<file path="config.mk">
export PLATFORM = sky130hd
export DESIGN_NAME = seven_seg_scan_ctrl_flat
export DESIGN_NICKNAME = d
export VERILOG_FILES = /design/src/rtl/seven_seg_scan_ctrl_if.sv /design/src/rtl/seven_seg_scan_ctrl.sv /design/src/flat_wrapper.sv
export SDC_FILE = /design/constraint.sdc
export NUM_CORES = 1
export LEC_CHECK = 0
export ABC_CLOCK_PERIOD_IN_PS = 5300
export BUFFER_PORTS_ARGS = -buffer_cell sky130_fd_sc_hd__buf_2
export CORE_ASPECT_RATIO = 0.5
export CORE_MARGIN = 2
export CORE_UTILIZATION = 63
export CTS_CLUSTER_DIAMETER = 60
export DETAILED_ROUTE_END_ITERATION = 6
export PLACE_DENSITY = 0.86
export SKIP_LAST_GASP = 1
export SLEW_MARGIN = 10
export SYNTH_ARGS = -nofsm -noshare
export SYNTH_HDL_FRONTEND = slang
export SYNTH_SLANG_ARGS = --single-unit
</file>
<file path="constraint.sdc">
create_clock -name clk -period 5.3 [get_ports clk]
set_input_delay 1.06 -clock clk [delete_from_list [all_inputs] [get_ports clk]]
set_output_delay 1.06 -clock clk [all_outputs]
set_load 0.005 [all_outputs]
</file>
<file path="src/rtl/seven_seg_scan_ctrl_if.sv">
// Load handshake between a value producer and the seven-segment scan controller.
// The producer uses the master modport; the controller uses the slave modport.
interface seven_seg_scan_ctrl_if #(
    parameter int DIGITS = 4
);
    logic                  load_valid;
    logic [4*DIGITS-1:0]   load_value;
    logic                  load_ready;

    modport master (
        output load_valid,
        output load_value,
        input  load_ready
    );

    modport slave (
        input  load_valid,
        input  load_value,
        output load_ready
    );
endinterface

</file>
<file path="src/rtl/seven_seg_scan_ctrl.sv">
// Multiplexed seven-segment scan controller with a double-buffered BCD load port.
// Define SEVEN_SEG_LZB_EN to enable leading-zero blanking.
module seven_seg_scan_ctrl #(
    parameter int DIGITS      = 4,
    parameter int REFRESH_DIV = 50000,
    parameter int BLANK_CYC   = 16
) (
    input  logic                 clk,
    input  logic                 rst,
    seven_seg_scan_ctrl_if.slave load_if,
    output logic [6:0]           seg_out,
    output logic [DIGITS-1:0]    digit_sel,
    output logic                 frame_done
);
    localparam int DIV_W  = $clog2(REFRESH_DIV);
    localparam int IDX_W  = $clog2(DIGITS);
    localparam int VAL_W  = 4 * DIGITS;
    localparam int NIB_N  = 2 ** IDX_W;

    logic [DIV_W-1:0]  div_q, div_d;
    logic [IDX_W-1:0]  idx_q, idx_d;
    logic [VAL_W-1:0]  pend_q, pend_d;
    logic              pend_full_q, pend_full_d;
    logic [VAL_W-1:0]  active_q, active_d;
    logic [6:0]        seg_q, seg_d;
    logic [DIGITS-1:0] dsel_q, dsel_d;
    logic              fd_q, fd_d;

    logic slot_end;
    logic frame_end;
    logic ready;
    logic accept;
    logic [3:0] nib [NIB_N];

    function automatic logic [6:0] bcd_to_seg(input logic [3:0] n);
        logic [6:0] s;
        case (n)
            4'd0:    s = 7'b0000001;
            4'd1:    s = 7'b1001111;
            4'd2:    s = 7'b0010010;
            4'd3:    s = 7'b0000110;
            4'd4:    s = 7'b1001100;
            4'd5:    s = 7'b0100100;
            4'd6:    s = 7'b0100000;
            4'd7:    s = 7'b0001111;
            4'd8:    s = 7'b0000000;
            4'd9:    s = 7'b0001100;
            default: s = 7'b1111111;
        endcase
        return s;
    endfunction

    assign slot_end  = (div_q == DIV_W'(REFRESH_DIV - 1));
    assign frame_end = slot_end && (idx_q == IDX_W'(DIGITS - 1));
    // Ready is forced low during reset so nothing can be accepted into a register being cleared.
    assign ready     = ~pend_full_q & ~rst;
    assign accept    = load_if.load_valid & ready;
    assign load_if.load_ready = ready;

    always_comb begin
        div_d       = div_q + DIV_W'(1);
        idx_d       = idx_q;
        pend_d      = pend_q;
        pend_full_d = pend_full_q;
        active_d    = active_q;
        fd_d        = 1'b0;
        if (slot_end) begin
            div_d = '0;
            idx_d = (idx_q == IDX_W'(DIGITS - 1)) ? '0 : idx_q + IDX_W'(1);
        end
        if (frame_end) begin
            fd_d = 1'b1;
            if (pend_full_q) begin
                active_d    = pend_q;
                pend_full_d = 1'b0;
            end
        end
        // Cannot collide with the transfer above: ready is low whenever pending is full.
        if (accept) begin
            pend_d      = load_if.load_value;
            pend_full_d = 1'b1;
        end
    end

    // Decode from next-state values so outputs change on the same edge as the scan position.
    for (genvar gi = 0; gi < NIB_N; gi++) begin : g_nib
        if (gi < DIGITS) begin : g_real
            assign nib[gi] = active_d[4*gi +: 4];
        end else begin : g_pad
            assign nib[gi] = 4'hF;
        end
    end

`ifdef SEVEN_SEG_LZB_EN
    logic [DIGITS-1:0] nz;
    logic [DIGITS-1:0] nz_above;
    logic [NIB_N-1:0]  lz_blank;

    assign nz_above[DIGITS-1] = 1'b0;
    for (genvar gi = 0; gi < DIGITS; gi++) begin : g_lzb
        assign nz[gi] = |active_d[4*gi +: 4];
        if (gi < DIGITS - 1) begin : g_above
            assign nz_above[gi] = nz_above[gi+1] | nz[gi+1];
        end
        if (gi == 0) begin : g_keep0
            assign lz_blank[gi] = 1'b0;
        end else begin : g_blank
            assign lz_blank[gi] = ~nz[gi] & ~nz_above[gi];
        end
    end
    for (genvar gi = DIGITS; gi < NIB_N; gi++) begin : g_lzb_pad
        assign lz_blank[gi] = 1'b0;
    end
`endif

    always_comb begin
        seg_d = bcd_to_seg(nib[idx_d]);
`ifdef SEVEN_SEG_LZB_EN
        if (lz_blank[idx_d]) begin
            seg_d = 7'b1111111;
        end
`endif
        dsel_d = (div_d < DIV_W'(BLANK_CYC)) ? '1 : ~(DIGITS'(1) << idx_d);
    end

    always_ff @(posedge clk) begin
        if (rst) begin
            div_q       <= '0;
            idx_q       <= '0;
            pend_q      <= '0;
            pend_full_q <= 1'b0;
            active_q    <= '0;
            seg_q       <= 7'b1111111;
            dsel_q      <= '1;
            fd_q        <= 1'b0;
        end else begin
            div_q       <= div_d;
            idx_q       <= idx_d;
            pend_q      <= pend_d;
            pend_full_q <= pend_full_d;
            active_q    <= active_d;
            seg_q       <= seg_d;
            dsel_q      <= dsel_d;
            fd_q        <= fd_d;
        end
    end

    assign seg_out    = seg_q;
    assign digit_sel  = dsel_q;
    assign frame_done = fd_q;
endmodule

</file>
<file path="src/flat_wrapper.sv">
// flat-port wrapper written by rule: the top's interface ports become plain ports
module seven_seg_scan_ctrl_flat 
#(
    parameter int DIGITS      = 4,
    parameter int REFRESH_DIV = 50000,
    parameter int BLANK_CYC   = 16
)
  (clk, rst, seg_out, digit_sel, frame_done, load_if_load_valid, load_if_load_value, load_if_load_ready);
  seven_seg_scan_ctrl_if #(.DIGITS(DIGITS)) load_if_i ();
  input  logic clk;
  input  logic rst;
  output logic [6:0] seg_out;
  output logic [DIGITS-1:0] digit_sel;
  output logic frame_done;
  input wire logic [$bits(load_if_i.load_valid)-1:0] load_if_load_valid;
  input wire logic [$bits(load_if_i.load_value)-1:0] load_if_load_value;
  output wire logic [$bits(load_if_i.load_ready)-1:0] load_if_load_ready;
  assign load_if_i.load_valid = load_if_load_valid;
  assign load_if_i.load_value = load_if_load_value;
  assign load_if_load_ready = load_if_i.load_ready;
  seven_seg_scan_ctrl #(.DIGITS(DIGITS), .REFRESH_DIV(REFRESH_DIV), .BLANK_CYC(BLANK_CYC)) u_core (.clk(clk), .rst(rst), .load_if(load_if_i), .seg_out(seg_out), .digit_sel(digit_sel), .frame_done(frame_done));
endmodule
</file>
Word level (Yosys, flattened, before mapping)
Memory sizes are Yosys's and may differ from the RTL's. A register that Yosys moved wholly into a read port is not among the register bits.
Cells that the tools add are included.
{"block": "totals", "regBits": 56, "romBits": 112, "inputBits": 19, "output_inout_bits": 13, "elab_cells": 35, "n_memories": 1}
{"name": "(no name shown)", "words": 16, "width": 7, "read_ports": 1, "rd_ports_with_merged_regs": 1, "wr": 0, "line_no": "seven_seg_scan_ctrl.sv:37", "rtl": "case (n)"}
{"block": "op_classes", "add_sub_neg": 2, "n_lt_le_gt_ge": 2, "n_eq_ne": 2, "shifts": 1, "muxes": 11, "bitwise": 6, "n_reduce_logical": 3}
{"op": "two-way mux 16 bit", "count": 3}
{"op": "adder 16 x 1 -> 16 bit, second input constant", "count": 1}
{"op": "equality test 16 bit, second input constant", "count": 1}
{"op": "less-than comparator 16 x 5 -> 1 bit, second input constant", "count": 1}
{"op": "binary-select mux 4 bit (select 2 bit)", "count": 1}
{"op": "two-way mux 4 bit", "count": 2}
{"op": "two-way mux 2 bit", "count": 2}
{"op": "NOT 4 bit", "count": 1}
{"op": "left shift 1 x 2 -> 4 bit, first input constant", "count": 1}
{"op": "greater-or-equal comparator 3 bit, second input constant", "count": 1}
{"op": "two-way mux 1 bit", "count": 3}
{"op": "NOT 2 -> 3 bit", "count": 1}
{"op": "adder 2 x 1 -> 2 bit, second input constant", "count": 1}
{"op": "AND 1 bit", "count": 2}
{"op": "equality test 2 bit, second input constant", "count": 1}
{"op": "NOT 1 bit", "count": 2}
{"op": "nonzero test 2 bit", "count": 1}
{"op": "OR reduction 2 bit", "count": 1}
{"op": "logical AND 1 bit", "count": 1}

Longest topological paths before layout
Gate-level depths: netlist of the first run.
{"block": "depth", "word_depth": 7, "depth_mapped": 13, "ltp_nobuf": 11}

Worst setup path after synthesis of the first run
No wires, ideal clock.
{"block": "synth_path", "path_type": "reg-to-reg", "from": "register u_core.div_q[0]", "to": "register u_core.seg_q[6], in the netlist u_core.seg_out[6]", "setup_ps": 120, "arrival_time_ps": 2850, "t_required_ps": 5180, "setup_slack_ps": 2331, "path_stages_with_launch": 13, "n_path_buf": 1, "synth_period_minus_slack_ps": 2969, "cell_sequence": "dfxtp_1 -> ha_1 -> and3_1 -> clkbuf_1 -> and4_1 -> nand2_1 -> mux2_2 -> a211oi_1 -> inv_1 -> ha_1 -> nor2_1 -> a21oi_1 -> a211o_1"}
{"block": "synth_between", "elab_chain_cells": 6, "word_cells_on_any_way": 8, "cone_classes": "eq/ne: 1; mux: 5; bitwise: 1; reduce/logical: 1"}
{"item": "from (decl)", "line_no": "seven_seg_scan_ctrl.sv:20", "rtl": "logic [DIV_W-1:0] div_q, div_d;"}
{"item": "from (signal assigned)", "line_no": "seven_seg_scan_ctrl.sv:137", "rtl": "div_q <= div_d;"}
{"item": "equality test 16 bit (*)", "line_no": "seven_seg_scan_ctrl.sv:53", "rtl": "assign slot_end = (div_q == DIV_W'(REFRESH_DIV - 1));"}
{"item": "logical AND 1 bit or two-way mux 2 bit (tied branches)", "line_no": "seven_seg_scan_ctrl.sv:54, seven_seg_scan_ctrl.sv:67"}
{"item": "two-way mux 16 bit or NOT 2 -> 3 bit (tied branches)", "line_no": "seven_seg_scan_ctrl.sv:71, seven_seg_scan_ctrl.sv:117"}
{"item": "binary-select mux 4 bit (select 2 bit) (*)", "line_no": "seven_seg_scan_ctrl.sv:117", "rtl": "seg_d = bcd_to_seg(nib[idx_d]);"}
{"item": "two-way mux 4 bit (implied by the code) (*) (2 in series)", "line_no": "seven_seg_scan_ctrl.sv:117"}
{"item": "to (decl)", "line_no": "seven_seg_scan_ctrl.sv:25", "rtl": "logic [6:0] seg_q, seg_d;"}
Mark *: on every way between the ends. The rest lies on a longest branch, timed or not. The select of a mux whose other input is x is not followed.
A chain may end at the register's enable or synchronous reset.

Worst setup path after layout of the first run
Same ends and word-level chain as after synthesis.

==> results of run 1 <==
[layer usage]
metal  track usage  vias to the layer above
met4        0.0636                        0
met1         0.333                     1336
met2         0.504                       88
met3        0.0881                       10
met5             0                        -
li1              -                     1397
[cell type report]
| cell class | instances | area share |
|---|---|---|
| sequential | 63 | 0.355 |
| clock buffer | 10 | 0.0359 |
| tap | 70 | 0.0246 |
| clock inverter | 6 | 0.0106 |
| inverter | 9 | 0.00950 |
| timing repair buffer | 32 | 0.0457 |
| multi-input combinational | 294 | 0.519 |
[synthesized netlist by cell type (2+ instances only)]
cell / number / area share
nor4_4: 2 / 0.013
or2_1: 2 / 0.0038
nor4_1: 2 / 0.0038
or3_1: 2 / 0.0038
xnor2_1: 7 / 0.019
nor2_1: 34 / 0.039
and4bb_2: 3 / 0.012
nand4_1: 6 / 0.012
dfxtp_1: 63 / 0.39
inv_1: 8 / 0.0092
nand4bb_4: 2 / 0.017
xor2_1: 6 / 0.016
ha_1: 8 / 0.031
mux2_2: 4 / 0.014
nand3_1: 14 / 0.022
a211o_1: 2 / 0.0054
and3_1: 6 / 0.012
nand2_1: 64 / 0.074
or3_2: 2 / 0.0046
o21ai_0: 25 / 0.038
and4_1: 2 / 0.0054
and2_1: 2 / 0.0038
buf_2: 4 / 0.0061
a21oi_1: 27 / 0.042
a31oi_1: 4 / 0.0077
o32a_1: 4 / 0.012
clkbuf_1: 19 / 0.022
a21o_1: 2 / 0.0046
or2_2: 2 / 0.0038
nor3_1: 5 / 0.0077
nand2b_1: 20 / 0.038
mux2i_1: 9 / 0.028
[per-stage QoR]
stage | cell area, µm² | std cells | worst slack [ns]
6_report | 3560 | 484 | 1.26
3_5_place_dp | 3390 | 468 | 1.34
2_1_floorplan | 3260 | 392 | 2.33
3_3_place_gp | 3390 | 468 | 1.57
5_1_grt | 3560 | 484 | 0.958
4_1_cts | 3560 | 484 | 1.28
[placed cells by master (no fill, tap or decap), types with 2 or more instances in the layout]
master | synthesis | final
mux2i_1 | 9 | 9
nand2_1 | 64 | 64
nand3_1 | 14 | 14
nand4bb_4 | 2 | 2
inv_1 | 8 | 8
ha_1 | 8 | 8
clkinvlp_4 | 0 | 3
or2_1 | 2 | 2
nor4_4 | 2 | 2
or2_2 | 2 | 2
and2_1 | 2 | 2
a21o_1 | 2 | 2
dfxtp_1 | 63 | 63
or3_1 | 2 | 2
o32a_1 | 4 | 4
mux2_2 | 4 | 4
or3_2 | 2 | 2
clkbuf_8 | 0 | 9
and4bb_2 | 3 | 3
buf_2 | 4 | 31
a211o_1 | 2 | 2
nand2b_1 | 20 | 20
xnor2_1 | 7 | 7
o21ai_0 | 25 | 25
a21oi_1 | 27 | 27
a31oi_1 | 4 | 4
xor2_1 | 6 | 6
and4_1 | 2 | 2
nor2_1 | 34 | 34
clkinv_2 | 0 | 3
nand4_1 | 6 | 6
and3_1 | 6 | 6
nor4_1 | 2 | 2
nor3_1 | 5 | 5
[power breakdown]
group	switching, W	total [W]	internal, W
Sequential	0.0000107	0.000497	0.000487
Clock	0.000186	0.000353	0.000167
Combinational	0.0000202	0.0000376	0.0000174
[cells by family (layout without fill, tap and decap cells)]
group | count (synthesis) | after routing | share of synthesized area
adders and majority gates | 8 | 8 | 0.0307
xor gates and xnor gates | 13 | 13 | 0.0350
muxes | 14 | 14 | 0.0461
buffers and inverters | 35 | 57 | 0.0453
DFF | 63 | 63 | 0.387
and+or+nand+nor | 182 | 182 | 0.309
AOI/OAI and AO/OA | 77 | 77 | 0.147
[worst reg2reg max path, stage by stage, from the launching register on]
cell	delay [ns]
dfxtp_1	0.37
ha_1	0.27
and3_1	0.28
and4_1	0.54
nand2_1	0.50
mux2_2	0.43
a211oi_1	0.68
inv_1	0.17
ha_1	0.24
nor2_1	0.15
a21oi_1	0.06
a211o_1	0.25
[state kept, by name, summed over array words and instances (netlist names)]
name	count
u_core.active_q	16
u_core.div_q	16
u_core.pend_q	16
u_core.seg_out	7
u_core.digit_sel	4
u_core.idx_q	2
u_core.frame_done	1
u_core.pend_full_q	1
[worst paths after layout]
path                                             to  slack, ns  depth (start not counted)           startpoint
worst max-delay path              u_core.seg_out[6]       1.26                         11      u_core.div_q[0]
worst max register to register    u_core.seg_out[6]       1.26                         11      u_core.div_q[0]
worst min-delay path            u_core.active_q[10]       0.46                          2  u_core.active_q[10]
worst min register to register  u_core.active_q[10]       0.46                          2  u_core.active_q[10]
==> out/qor.yml, run 1 <==
worst_setup_path:
  cp_num_buf_inv: 1
  cp.required_ns: 5.53
  critical_path.endpoint_type: "flop"
  arrival_ns: 4.28
  critPathTopFamily: "simple AND/OR/NAND/NOR gates"
  critPathSlowestCell: "a211oi_1"
  critPathMostFrequentCell: "ha_1"
  timing_worst_setup_path_type: "flop to flop"
  crit_fanout: 16
  slowest_delay_ns: 0.68
  crit_chain: "ha_1, and3_1, and4_1, nand2_1, mux2_2, a211oi_1, inv_1, ha_1, nor2_1, a21oi_1, a211o_1"
  startpoint_type: "flop"
sta:
  slew_viol_final: 0
  rsz0062_at_grt: "no"
  finalSetupViolations: 0
  timing_worst_slew_pin_value_ns: 0.997
  slew_headroom: 0.333
  finalHoldWorstSlack_ns: 0.458
  worst_clock_skew_ns: 0.00829
  fin_crit_sh: 0.763
  fmax_mhz: 247
  hold_viol: 0
  fin_crit_ns: 4.04
  setup_tns_ns: 0
status:
  status: "finished clean"
power_and_ir_drop:
  finalPower_w: 0.000888
  powerDensity_mw_per_mm2: 250
  ir_worst_vdd_mv: 0.225
  p_leak_nw: 1.28
cts:
  cts_tree: "done"
  htreeDepth: 3
  cts-root-buf: "clkbuf_8"
  cts.sinks: 63
  numCtsBuffers: 9
  clock_latency_ns: 0.34
  cts.repair.resized: 0
  path_clk_slew_ns: 0.07
  cts_setup_buffers: 0
  cts_hold_buf: 0
  cts_buffer_depth: 2
synthesis:
  synth_edf_count: 0
  synthCells: 392
  syn-num-nets: 419
  synth_ff_type: "dfxtp_1"
  ys_warn_count: 0
  ys_seq_area_frac: 0.387
  synthDistinctLibCells: 62
  async_flop_share: 0
  ys_ff_latch: 63
  synth.cell_area_mm2: 0.00326
  postSynthAreaPerCell_um2: 8.31
final_layout:
  syn2layout_area_growth_pct: 9.26
  layout-drive-gt1-share: 0.174
  fin_util: 0.718
  n_antenna_cell: 0
  num-nets-final: 436
  fill_cells: 415
  multi_input_area_mm2: 0.00185
  ff_latch_area_mm2: 0.00126
drt:
  wire_per_inst_um: 15.2
  wl_met2_um: 3360
  drt-vias-per-instance: 5.85
  wl_met3_um: 390
  drt.antenna.violating_nets: 0
  dr.max_layer_used: "met4"
  drt-total-wl_um: 7340
  drt_iter0_drc: 154
  drt-pass1-iter-count: 4
  drc: 0
  vias: 2831
  met1_length_um: 3490
global_routing:
  gr-total-overflow: 0
  grt_max_degree: 55
  grt_pass1_wl_um: 12100
  grt_antenna_before_repair: 0
  grt_pass1_vias: 2568
  grtUsageTotal: 0.277
placement:
  port_buffers: 31
  routabilityCongestion: 0.884
  hpwl_um: 5220
hold_path:
  hold_path_class: "flop to flop"
floorplanning:
  core_area_mm2: 0.00495
  die-area_mm2: 0.00579
  start_util: 0.657
  die_h_um: 54.8
  rows: 18
  die_width_um: 106
  ios: 32
run:
  maxCapViolations: 0
No activity file was read; power rests on OpenSTA's default activity.
==> run 2: changes to the inputs <==
--- a/config.mk
+++ b/config.mk
@@ -5,14 +5,14 @@
 export SDC_FILE = /design/constraint.sdc
 export NUM_CORES = 1
 export LEC_CHECK = 0
-export ABC_CLOCK_PERIOD_IN_PS = 5300
+export ABC_CLOCK_PERIOD_IN_PS = 4000
 export BUFFER_PORTS_ARGS = -buffer_cell sky130_fd_sc_hd__buf_2
 export CORE_ASPECT_RATIO = 0.5
 export CORE_MARGIN = 2
-export CORE_UTILIZATION = 63
+export CORE_UTILIZATION = 59
 export CTS_CLUSTER_DIAMETER = 60
 export DETAILED_ROUTE_END_ITERATION = 6
-export PLACE_DENSITY = 0.86
+export PLACE_DENSITY = 0.82
 export SKIP_LAST_GASP = 1
 export SLEW_MARGIN = 10
 export SYNTH_ARGS = -nofsm -noshare
==> constraint.sdc (replaced) <==
create_clock -name clk -period 4 [get_ports clk]
set_input_delay 0.8 -clock clk [delete_from_list [all_inputs] [get_ports clk]]
set_output_delay 0.8 -clock clk [all_outputs]
set_load 0.005 [all_outputs]
==> run 2 against run 1 <==
Net effect: die area grew 6.4%; largest cell class unchanged; via count shrank 0.88%; fmax grew 13%; highest routed layer unchanged; critical endpoint unchanged; critical path depth is the same; sequential share of layout area shrank 0.19 points; largest power group unchanged; first-iteration DRC count grew 56%.
==> out/qor.yml, run 2 (synthesis results as in run 1) <==
final_layout:
  layout-drive-gt1-share: 0.176  # +0.00242
  n_antenna_cell: 0  # unchanged
  syn2layout_area_growth_pct: 9.84
  fin_cells: 487  # +0.62%
  fin_area_mm2: 0.00358  # +0.53%
  multi_input_area_mm2: 0.00185  # unchanged
  reg.largest.list: "u_core.active_q (16), u_core.div_q (16), u_core.pend_q (16)"
  ff_latch_area_mm2: 0.00126  # unchanged
  num-nets-final: 437  # +0.23%
  fill_cells: 452  # +8.9%
  final_cell_mix: "64 x nand2_1, 63 x dfxtp_1, 34 x nor2_1"
  final_common_cell: "nand2_1"
placement:
  hpwl_um: 4910  # -5.9%
  routabilityCongestion: 0.875  # -0.95%
  placed_cells: 472  # +0.85%
  placed_area_mm2: 0.00340  # +0.33%
  port_buffers: 31  # unchanged
cts:
  cts_buffer_depth: 2  # unchanged
  numCtsBuffers: 9  # unchanged
  cts_hold_buf: 0  # unchanged
  cts-root-buf: "clkbuf_8"
  cts.sinks: 63  # unchanged
  path_clk_slew_ns: 0.07  # about the same
  cts.repair.resized: 0  # unchanged
  clock_latency_ns: 0.34  # about the same
  cts_tree: "done"
  htreeDepth: 3  # unchanged
  cts_setup_buffers: 0  # unchanged
floorplanning:
  die-area_mm2: 0.00616  # +6.4%
  ios: 32  # unchanged
  start_util: 0.603  # -0.0538
  die_width_um: 109  # +3.2%
  core_area_mm2: 0.00540  # +8.9%
  rows: 19  # +1
  die_h_um: 56.5  # +3.1%
sta:
  finalHoldWorstSlack_ns: 0.456  # -0.00131 ns
  slew_headroom: 0.286  # -0.0473
  hold_viol: 0  # unchanged
  slew_viol_final: 0  # unchanged
  fin_crit_sh: 0.897  # +0.134
  fin_crit_ns: 3.59  # -0.455 ns
  finalSetupViolations: 0  # unchanged
  timing_worst_slew_pin_value_ns: 1.07  # +0.0707 ns
  fmax_mhz: 279  # +13%
  setup_tns_ns: 0  # unchanged
  rsz0062_at_grt: "no"
  worst_clock_skew_ns: 0.0136  # +0.00527 ns
run:
  maxCapViolations: 0  # unchanged
global_routing:
  grtUsageTotal: 0.259  # -0.0180
  gr-total-overflow: 0  # unchanged
  grt_pass1_vias: 2567  # -0.039%
  grt_pass1_wl_um: 12400  # +2.3%
  grt_max_degree: 55  # unchanged
  grt_antenna_before_repair: 0  # unchanged
worst_setup_path:
  cp.required_ns: 4.23  # -1.30 ns
  critPathMostFrequentCell: "ha_1"
  crit_fanout: 12  # -4
  crit_chain: "ha_1, and3_1, and4_1, nand2_1, mux2_2, a211oi_1, inv_1, ha_1, nor2_1, a21oi_1, a211o_1"
  slowest_delay_ns: 0.71  # +0.03 ns
  cp_num_buf_inv: 1  # unchanged
  timing_worst_setup_path_type: "flop to flop"
  critPathSlowestCell: "a211oi_1"
  critical_path.endpoint_type: "flop"
  critPathTopFamily: "simple AND/OR/NAND/NOR gates"
  arrival_ns: 3.82  # -0.46 ns
  startpoint_type: "flop"
power_and_ir_drop:
  pwr-share-comb: 0.042  # about the same
  seqPwrFrac: 0.553  # -0.007
  clkPwrFrac: 0.405  # +0.008
  powerDensity_mw_per_mm2: 332  # +33%
  p_sw_frac: 0.239  # -0.00573
  p_sw_w: 0.000283  # +31%
  internal-power_w: 0.000904  # +35%
  ir_worst_vdd_mv: 0.232  # +2.7%
  finalPower_w: 0.00119  # +34%
  p_leak_nw: 1.28  # +0.19%
drt:
  drt-pass1-iter-count: 5  # +1
  drt-total-wl_um: 7170  # -2.3%
  wire_per_inst_um: 14.7  # -2.9%
  drt-vias-per-instance: 5.76  # -1.5%
  drt.antenna.violating_nets: 0  # unchanged
  vias: 2806  # -0.88%
  drt_iter0_drc: 241  # +56%
  drc: 0  # unchanged
status:
  status: "finished clean"
hold_path:
  hold_path_class: "flop to flop"
==> run 2: changes by cell type in the layout (fill, tap and decap cells not counted), sizes merged <==
| cell | before | now |
|---|---|---|
| clkinvlp | 3 | 4 |
| buf | 32 | 33 |
| clkinv | 3 | 1 |
==> run 2: tightest hold or removal path: stages, from the launching register on <==
cell and delay [ns]:
dfxtp_1 0.31, nand2_1 0.05, a21oi_1 0.05
==> run 2: final cells by class <==
| type | count | share of cell area |
|---|---|---|
| clock inverters | 5 | 0.00980 |
| multi-input cells | 294 | 0.516 |
| clock buffers | 10 | 0.0385 |
| flip-flops and latches | 63 | 0.353 |
| repair buffers | 33 | 0.0476 |
| well taps | 73 | 0.0255 |
| inverters | 9 | 0.00945 |
==> run 2: final timing paths <==
kind / startpoint / endpoint / slack (ns) / cells past startpoint
min: u_core.active_q[10] / u_core.active_q[10] / 0.46 / 2
max: u_core.div_q[0] / u_core.seg_out[6] / 0.41 / 11
min reg2reg: u_core.active_q[10] / u_core.active_q[10] / 0.46 / 2
max reg2reg: u_core.div_q[0] / u_core.seg_out[6] / 0.41 / 11
==> run 2: through the flow <==
stage          setup slack, ns  utilization
6_report                 0.411        0.663
5_1_grt                  0.137        0.663
4_1_cts                  0.435        0.663
3_5_place_dp             0.463        0.631
3_3_place_gp             0.625        0.631
2_1_floorplan             1.03            -
==> run 2: power groups by stage <==
stage	clock (W)	sequential, W	combinational [W]
global placement	0	0.000671	0.0000474
floorplan	0	0.000667	0.0000330
global route	0.000521	0.000660	0.0000568
CTS	0.000490	0.000657	0.0000500
detailed placement	0	0.000671	0.0000493
finish	0.000481	0.000657	0.0000495
==> run 2: per-layer routing <==
layer / vias to the layer above / wire length, µm / GRT usage
li1: 1396 / - / -
met1: 1291 / 3400 / 0.361
met5: - / 0 / 0
met4: 0 / 61 / 0.0531
met2: 114 / 3170 / 0.385
met3: 5 / 542 / 0.0964
